## src/rtl/matmul_sequencer_if.sv

```systemverilog
// matmul_sequencer_if: valid/ready stream that carries C elements to the output stage
interface matmul_sequencer_if #(parameter int DATA_W = 8);
  localparam int ACC_W = 2*DATA_W+2;
  logic [ACC_W-1:0] c_data;
  logic [3:0]       c_index;
  logic             c_valid;
  logic             c_ready;
  modport master(output c_data, c_index, c_valid, input c_ready);
  modport slave(input c_data, c_index, c_valid, output c_ready);
endinterface

```

## src/rtl/matmul_sequencer.sv

```systemverilog
// matmul_sequencer: time-shares one 8x8 MAC to produce the 3x3 product C = A*B in row-major order
module matmul_sequencer #(
  parameter int DATA_W = 8
) (
  input  logic                  clk,
  input  logic                  reset,
  input  logic                  load_done,
  input  logic                  start,
  input  logic [9*DATA_W-1:0]   a_mat,
  input  logic [9*DATA_W-1:0]   b_mat,
  matmul_sequencer_if.master    c_out,
  output logic                  busy,
  output logic                  done
);
  localparam int ACC_W = 2*DATA_W+2;
  typedef enum logic [1:0] {IDLE, MAC, OUT, DONE} state_t;
  state_t            state, state_n;
  logic [1:0]        k, k_n, i, i_n, j, j_n;
  logic [3:0]        idx, idx_n;
  logic [ACC_W-1:0]  acc, acc_n, c_data, c_data_n, sum;
  logic [3:0]        a_sel, b_sel;
  logic [DATA_W-1:0] a_el, b_el;
  logic [2*DATA_W-1:0] prod;
  // Row i and column j are tracked alongside idx so no divide-by-3 is needed.
  always_comb begin
    a_sel = {2'b0, i} * 4'd3 + {2'b0, k};
    b_sel = {2'b0, k} * 4'd3 + {2'b0, j};
    a_el  = a_mat[int'(a_sel)*DATA_W +: DATA_W];
    b_el  = b_mat[int'(b_sel)*DATA_W +: DATA_W];
    prod  = (2*DATA_W)'(a_el) * (2*DATA_W)'(b_el);
    sum   = (k == 2'd0 ? '0 : acc) + ACC_W'(prod);
  end
  always_comb begin
    state_n  = state;
    k_n      = k;
    i_n      = i;
    j_n      = j;
    idx_n    = idx;
    acc_n    = acc;
    c_data_n = c_data;
    case (state)
      IDLE, DONE: if (start && load_done) begin
        state_n = MAC;
        k_n     = '0;
        i_n     = '0;
        j_n     = '0;
        idx_n   = '0;
      end
      MAC: begin
        acc_n = sum;
        k_n   = k == 2'd2 ? 2'd0 : 2'(k + 2'd1);
        if (k == 2'd2) begin
          c_data_n = sum;
          state_n  = OUT;
        end
      end
      OUT: if (c_out.c_ready) begin
        state_n = idx == 4'd8 ? DONE : MAC;
        idx_n   = idx == 4'd8 ? idx : 4'(idx + 4'd1);
        j_n     = idx == 4'd8 ? j : (j == 2'd2 ? 2'd0 : 2'(j + 2'd1));
        i_n     = idx == 4'd8 ? i : (j == 2'd2 ? 2'(i + 2'd1) : i);
        k_n     = '0;
      end
      default: state_n = IDLE;
    endcase
  end
  always_ff @(posedge clk) begin
    if (!reset) begin
      state  <= IDLE;
      k      <= '0;
      i      <= '0;
      j      <= '0;
      idx    <= '0;
      acc    <= '0;
      c_data <= '0;
    end else begin
      state  <= state_n;
      k      <= k_n;
      i      <= i_n;
      j      <= j_n;
      idx    <= idx_n;
      acc    <= acc_n;
      c_data <= c_data_n;
    end
  end
  assign c_out.c_data  = c_data;
  assign c_out.c_index = idx;
  assign c_out.c_valid = state == OUT;
  assign busy          = state == MAC || state == OUT;
  assign done          = state == DONE;
endmodule

```

## src/flat_wrapper.sv

```systemverilog
// flat-port wrapper written by rule: the top's interface ports become plain ports
module matmul_sequencer_flat 
#(
  parameter int DATA_W = 8
)
  (clk, reset, load_done, start, a_mat, b_mat, busy, done, c_out_c_data, c_out_c_index, c_out_c_valid, c_out_c_ready);
  matmul_sequencer_if #(.DATA_W(DATA_W)) c_out_i ();
  input  logic clk;
  input  logic reset;
  input  logic load_done;
  input  logic start;
  input  logic [9*DATA_W-1:0] a_mat;
  input  logic [9*DATA_W-1:0] b_mat;
  output logic busy;
  output logic done;
  output wire logic [$bits(c_out_i.c_data)-1:0] c_out_c_data;
  output wire logic [$bits(c_out_i.c_index)-1:0] c_out_c_index;
  output wire logic [$bits(c_out_i.c_valid)-1:0] c_out_c_valid;
  input wire logic [$bits(c_out_i.c_ready)-1:0] c_out_c_ready;
  assign c_out_c_data = c_out_i.c_data;
  assign c_out_c_index = c_out_i.c_index;
  assign c_out_c_valid = c_out_i.c_valid;
  assign c_out_i.c_ready = c_out_c_ready;
  matmul_sequencer #(.DATA_W(DATA_W)) u_core (.clk(clk), .reset(reset), .load_done(load_done), .start(start), .a_mat(a_mat), .b_mat(b_mat), .c_out(c_out_i), .busy(busy), .done(done));
endmodule
```

## config.mk

```make
export PLATFORM = sky130hd
export DESIGN_NAME = matmul_sequencer_flat
export DESIGN_NICKNAME = d
export VERILOG_FILES = /design/src/rtl/matmul_sequencer_if.sv /design/src/rtl/matmul_sequencer.sv /design/src/flat_wrapper.sv
export SDC_FILE = /design/constraint.sdc
export NUM_CORES = 1
export LEC_CHECK = 0
export CAP_MARGIN = 10
export CORE_MARGIN = 3
export CORE_UTILIZATION = 40
export CTS_CLUSTER_DIAMETER = 40
export DETAILED_ROUTE_END_ITERATION = 8
export DONT_BUFFER_PORTS = 1
export PLACE_DENSITY = 0.62
export SYNTH_ARGS = -nofsm -noshare
export SYNTH_HDL_FRONTEND = slang
export SYNTH_SLANG_ARGS = --single-unit
```

## constraint.sdc

```tcl
create_clock -name clk -period 6.8 [get_ports clk]
set_input_delay 1.7 -clock clk [delete_from_list [all_inputs] [get_ports clk]]
set_output_delay 1.7 -clock clk [all_outputs]
set_load 0.1 [all_outputs]
```

=== After elaboration in Yosys (flattened, before gate mapping) ===
Cells that the tools add are included.
Widths: inputs -> output; s select.

* Add/sub/neg operators: 7
* Multiply operators: 3
* Eq/ne operators: 11
* Shifts and indexed selects: 2
* Mux-type cells: 22
* Reductions and logical operators: 11

{| class="wikitable"
|+ Operator list
! operator !! count
|-
| $shiftx 72x8->8 || 2
|-
| $mux 2 || 13
|-
| $add 18x16->18 || 1
|-
| $mux 18 || 1
|-
| $mul 8x8->16 || 1
|-
| $mux 4 || 3
|-
| $pmux 2 s3 || 2
|-
| $add 4x2->4 || 2
|-
| $eq 2x2->1 const B || 4
|-
| $mul 2x2->4 const B || 2
|-
| $ne 2x1->1 const B || 4
|-
| $pmux 2 s2 || 2
|-
| $pmux 4 s2 || 1
|-
| $add 2x1->2 const B || 3
|-
| $reduce_and 5->1 || 1
|-
| $add 4x1->4 const B || 1
|-
| $eq 4x4->1 const B || 1
|-
| $logic_not 2->1 || 2
|-
| $reduce_and 2->1 || 2
|-
| $reduce_and 4->1 || 1
|-
| $reduce_and 3->1 || 1
|-
| $eq 2x1->1 const B || 1
|-
| $ne 2x2->1 const B || 1
|-
| $reduce_bool 2->1 || 1
|-
| other kinds (3) || 3
|}

* Register bits after elaboration: 48
* Word-level logic and storage cells: 63

=== Logic depth before layout (Yosys ltp) ===
* Depth in word-level cells: 5
* Depth in mapped cells: 26
* Depth with buffers taken out: 25

=== Worst setup path before layout ===
Ideal clock, no wire load.

* Path type: register to register
* Start: reg u_core.k[0]
* End: reg u_core.acc[16]
* Setup time: 0.142 ns
* Data arrival time: 6.785 ns
* Data required time: 6.658 ns
* Slack: -0.127 ns
* Cell stages (with the launch flop): 25
* Buffers on the path: 1
* Clock period less this slack: 6.927 ns
* Cell sequence: dfxtp_1 inv_1 fa_1 inv_1 ha_1 inv_1 fa_1 buf_1 nor4b_4 a22oi_2 or2_1 fa_1 fa_1 inv_1 fa_1 inv_1 fa_1 inv_1 ha_1 a21oi_1 o211ai_1 and4_1 o211a_1 o2111ai_1 o311ai_0

* Word-level cells in the longest chain between the ends: 5
* Elaborated cells between the ends (all ways): 9

{| class="wikitable"
|+ RTL lines
! item !! RTL line !! text
|-
| from (decl) || matmul_sequencer.sv:18 || <nowiki>logic [1:0] k, k_n, i, i_n, j, j_n;</nowiki>
|-
| from (signal assigned) || matmul_sequencer.sv:78 || <nowiki>k <= k_n;</nowiki>
|-
| $mul 2x2->4 || matmul_sequencer.sv:27 || <nowiki>b_sel = {2'b0, k} * 4'd3 + {2'b0, j};</nowiki>
|-
| $add 4x2->4 || matmul_sequencer.sv:27 ||
|-
| $shiftx 72x8->8 || matmul_sequencer.sv:29 || <nowiki>b_el = b_mat[int'(b_sel)*DATA_W +: DATA_W];</nowiki>
|-
| $mul 8x8->16 || matmul_sequencer.sv:30 || <nowiki>prod = (2*DATA_W)'(a_el) * (2*DATA_W)'(b_el);</nowiki>
|-
| $add 18x16->18 (*) || matmul_sequencer.sv:31 || <nowiki>sum = (k == 2'd0 ? '0 : acc) + ACC_W'(prod);</nowiki>
|-
| to (signal assigned) || matmul_sequencer.sv:82 || <nowiki>acc <= acc_n;</nowiki>
|-
| to (decl) || matmul_sequencer.sv:20 || <nowiki>logic [ACC_W-1:0] acc, acc_n, c_data, c_data_n, sum;</nowiki>
|}

Every way passes the cells marked *; elsewhere a longest branch is shown, timed or not.
A chain may end at the register's enable or synchronous reset.

=== Final worst setup path ===
* Start: reg u_core.j[1]
* End: reg u_core.acc[10]

* Word-level cells in the longest chain between the ends: 4

{| class="wikitable"
|+ RTL lines
! item !! RTL line !! text
|-
| from (decl) || matmul_sequencer.sv:18 ||
|-
| from (signal assigned) || matmul_sequencer.sv:80 || <nowiki>j <= j_n;</nowiki>
|-
| $add 4x2->4 || matmul_sequencer.sv:27 ||
|-
| $shiftx 72x8->8 || matmul_sequencer.sv:29 ||
|-
| $mul 8x8->16 || matmul_sequencer.sv:30 ||
|-
| $add 18x16->18 || matmul_sequencer.sv:31 ||
|}

No other way between the ends.

==> results.cfg <==
[outcome]
run_status = finished, final reports clean

[global_routing]
overflow = 0
met3_usage_pct = 2.325
busiest_layer = met2
grt_usage_pct = 18.26
grt_pass1_wl_um = 24250
antenna_found_initial = 0
grt_max_degree = 29
first_global_vias = 4776
grt.met2_usage_pct = 30.59
grtUsageMet1_pct = 25.13

[worst_setup_path]
critPathMaxFanout = 8
arrival_ns = 6.65
crit_required_ns = 6.98
worstRegToRegCells = 24
crit-reg2reg-launch = u_core.j[1]
rrSetupSlack_ns = 0.33
rr_endpoint = u_core.acc[10]
startpoint = u_core.j[1]
critPathCaptureType = register
setup.worst_path.class = reg2reg
startpoint_type = register

[routing]
wl_per_cell_um = 17.63
num_vias = 4576
wl_um = 15130
via_per_inst = 5.333
drt_first_iter_violations = 269
dr.pass1.iters = 5
ant_nets = 0
drc = 0

[cts]
cts_made_buffers = 5
clk_pin_slew_ns = 0.07
clock_sinks = 48
cts_tree = yes
cts.path.max_buffers = 2
clockRootBuffer = clkbuf_16
clk_latency_ns = 0.29
htreeDepth = 2

[logic_synthesis]
synth_top_area_share_pct = 18.03
yosys_warnings = 0
synth_seq_cells = 48
synth_edf_count = 0
synth_ff_type = dfxtp_1
syn-num-nets = 902
seq_area_frac_synth_pct = 16.03
synth.distinct_cells = 52
synth-async-reset-ratio_pct = 0
yosysTopAreaCell = fa_1
synth.most_common_cell = inv_1
synthCells = 644
synthTopCellsByArea = fa_1 18%, dfxtp_1 16%, mux4_2 12%
synth_commonest_cells = 103 x inv_1, 77 x nor2_1, 55 x ha_1
synth_area_mm2 = 0.005994
avgSynthCellArea_um2 = 9.308

[timing]
tightest_slew_ns = 1.079
setup_slack_ns = 0.3349
maxSlewViolCount = 0
tns_ns = 0
period_share_pct = 95.08
clock.fmax_mhz = 154.7
worst_hold_slack_ns = 0.4851
setup_viol = 0
post-route-min-period_ns = 6.465
fin_skew_ns = 0.003821
hold_viol = 0
slew_headroom_pct = 28.00

[floorplan]
ios = 174
chipWidth_um = 128.4
dieArea_mm2 = 0.01649
initial_core_util_pct = 41.09
die_y_um = 128.4
num_rows = 44
core_mm2 = 0.01459

[power]
vdd_drop_max_v = 0.0002792
power.density_mw_per_mm2 = 455.9
power_mw = 3.047
leakage_nw = 2.948
clockPowerShare_pct = 9.3
internal_power_mw = 1.572
power_switching_mw = 1.475
power_frac_comb_pct = 79.0
p_sw_share_pct = 48.41
seq_power_share_pct = 11.8

[job]
max_cap_violations = 0

[placement]
place_inst = 843
pre_cts_ws_ns = -0.002379
io_buffers = 0
gp_congestion = 0.7951
place_area_mm2 = 0.006402
dp_hpwl_um = 13100

[layout]
syn2layout_area_growth_pct = 11.48
utilization_pct = 45.81
drive_above_1_share_pct = 18.10
stdcell_area_mm2 = 0.006683
diodes = 0
nets = 931
layout.cells.non_filler = 858

[worst_hold_path]
holdPathEnd = u_core.acc[14]
hold_start = u_core.acc[14]
hold_depth = 2
hold_class = reg2reg
==> worst max-delay path: stages (launching register included) <==
cell      delay (ns)
dfxtp_1         0.38
inv_1           0.10
fa_1            0.48
inv_1           0.08
ha_1            0.13
inv_1           0.05
fa_1            0.54
buf_6           0.15
mux2_2          0.36
a22oi_4         0.21
nand2b_4        0.17
fa_1            0.46
fa_1            0.56
inv_1           0.06
fa_1            0.53
inv_1           0.05
fa_1            0.57
inv_1           0.08
ha_4            0.25
a21oi_2         0.16
o211ai_1        0.14
buf_4           0.17
a211oi_1        0.27
nor2_2          0.11
a221o_1         0.29
==> metal layers <==
layer  up-vias  share of wire (%)
li1       2220                  -
met1      2199                 44
met2       144                 48
met3        13                6.9
met4         0                1.4
met5         -                  0
==> worst max path at each step <==
stage / endpoint / slack (ns) / depth (start not counted)
floorplan: u_core.acc[16] / 0.03 / 24
global placement: u_core.c_out.c_data[17] / 0.07 / 20
detailed placement: u_core.c_out.c_data[16] / -0.002 / 18
CTS: u_core.c_out.c_data[16] / 0.04 / 21
global route: u_core.c_out.c_data[16] / -0.03 / 25
finish: u_core.acc[10] / 0.33 / 24
==> power groups by stage <==
stage / Clock, mW / Sequential (mW) / Combinational, mW
floorplan: 0 / 0.356 / 1.54
global placement: 0 / 0.362 / 2.30
detailed placement: 0 / 0.364 / 2.30
CTS: 0.289 / 0.358 / 2.33
global route: 0.300 / 0.361 / 2.72
finish: 0.282 / 0.358 / 2.41
==> registers in the layout, indices dropped and copies added (netlist names) <==
register / cells
u_core.k: 2
u_core.j: 2
u_core.c_out.c_index: 4
u_core.acc: 18
u_core.c_out.c_data: 18
u_core.i: 2
u_core.state: 2
==> cells in the final DEF, fill, tap and decap left out, types with 3 or more instances in the layout <==
cell type,Yosys,layout
nand3b_1,5,5
mux2i_1,22,22
buf_4,1,45
ha_1,55,53
a211oi_1,5,5
a21oi_2,3,5
xor2_1,8,8
nor3_1,4,3
and3_1,3,3
a21o_1,3,3
nor2b_1,15,15
nor2_1,77,76
inv_1,103,103
xnor2_1,7,7
a21oi_1,29,27
fa_1,54,54
a22oi_2,3,3
or3_1,3,3
nand3_1,17,17
nand2b_1,21,20
mux2_2,9,9
or2_1,7,7
mux4_2,32,32
a22oi_4,3,3
dfxtp_1,48,46
nand2_1,38,38
and2_1,3,3
o21ai_0,12,10
clkbuf_16,0,5
==> cell type report <==
cell class	count	area, um^2
Multi-Input combinational cell	469	4586
Clock buffer	5	125.1
Clock inverter	3	42.54
Sequential cell	48	963.4
Fill cell	1378	7906
Timing Repair Buffer	46	349.1
Inverter	103	386.6
Tap cell	184	230.2
==> logic make-up (layout without fill, tap and decap cells) <==
| kind of cell | after synthesis | in the layout | share of synthesized area (%) |
|---|---|---|---|
| mux | 63 | 63 | 17.39 |
| xor+xnor | 15 | 15 | 2.192 |
| buf+inv | 127 | 157 | 8.370 |
| fa+ha+maj | 109 | 109 | 29.51 |
| simple gates | 201 | 201 | 16.61 |
| compound gates | 81 | 81 | 9.894 |
| flops | 48 | 48 | 16.03 |
==> timing repair <==
| action | 4_1_cts | 5_1_grt |
|---|---|---|
| endpoints found under the hold margin | 0 | 0 |
| endpoints found under the setup margin | 0 | 20 |
| setup buffers | 0 | 7 |
| resized for setup | 0 | 18 |
| hold buffers | 0 | 0 |
(Power assumes the default switching activity.)
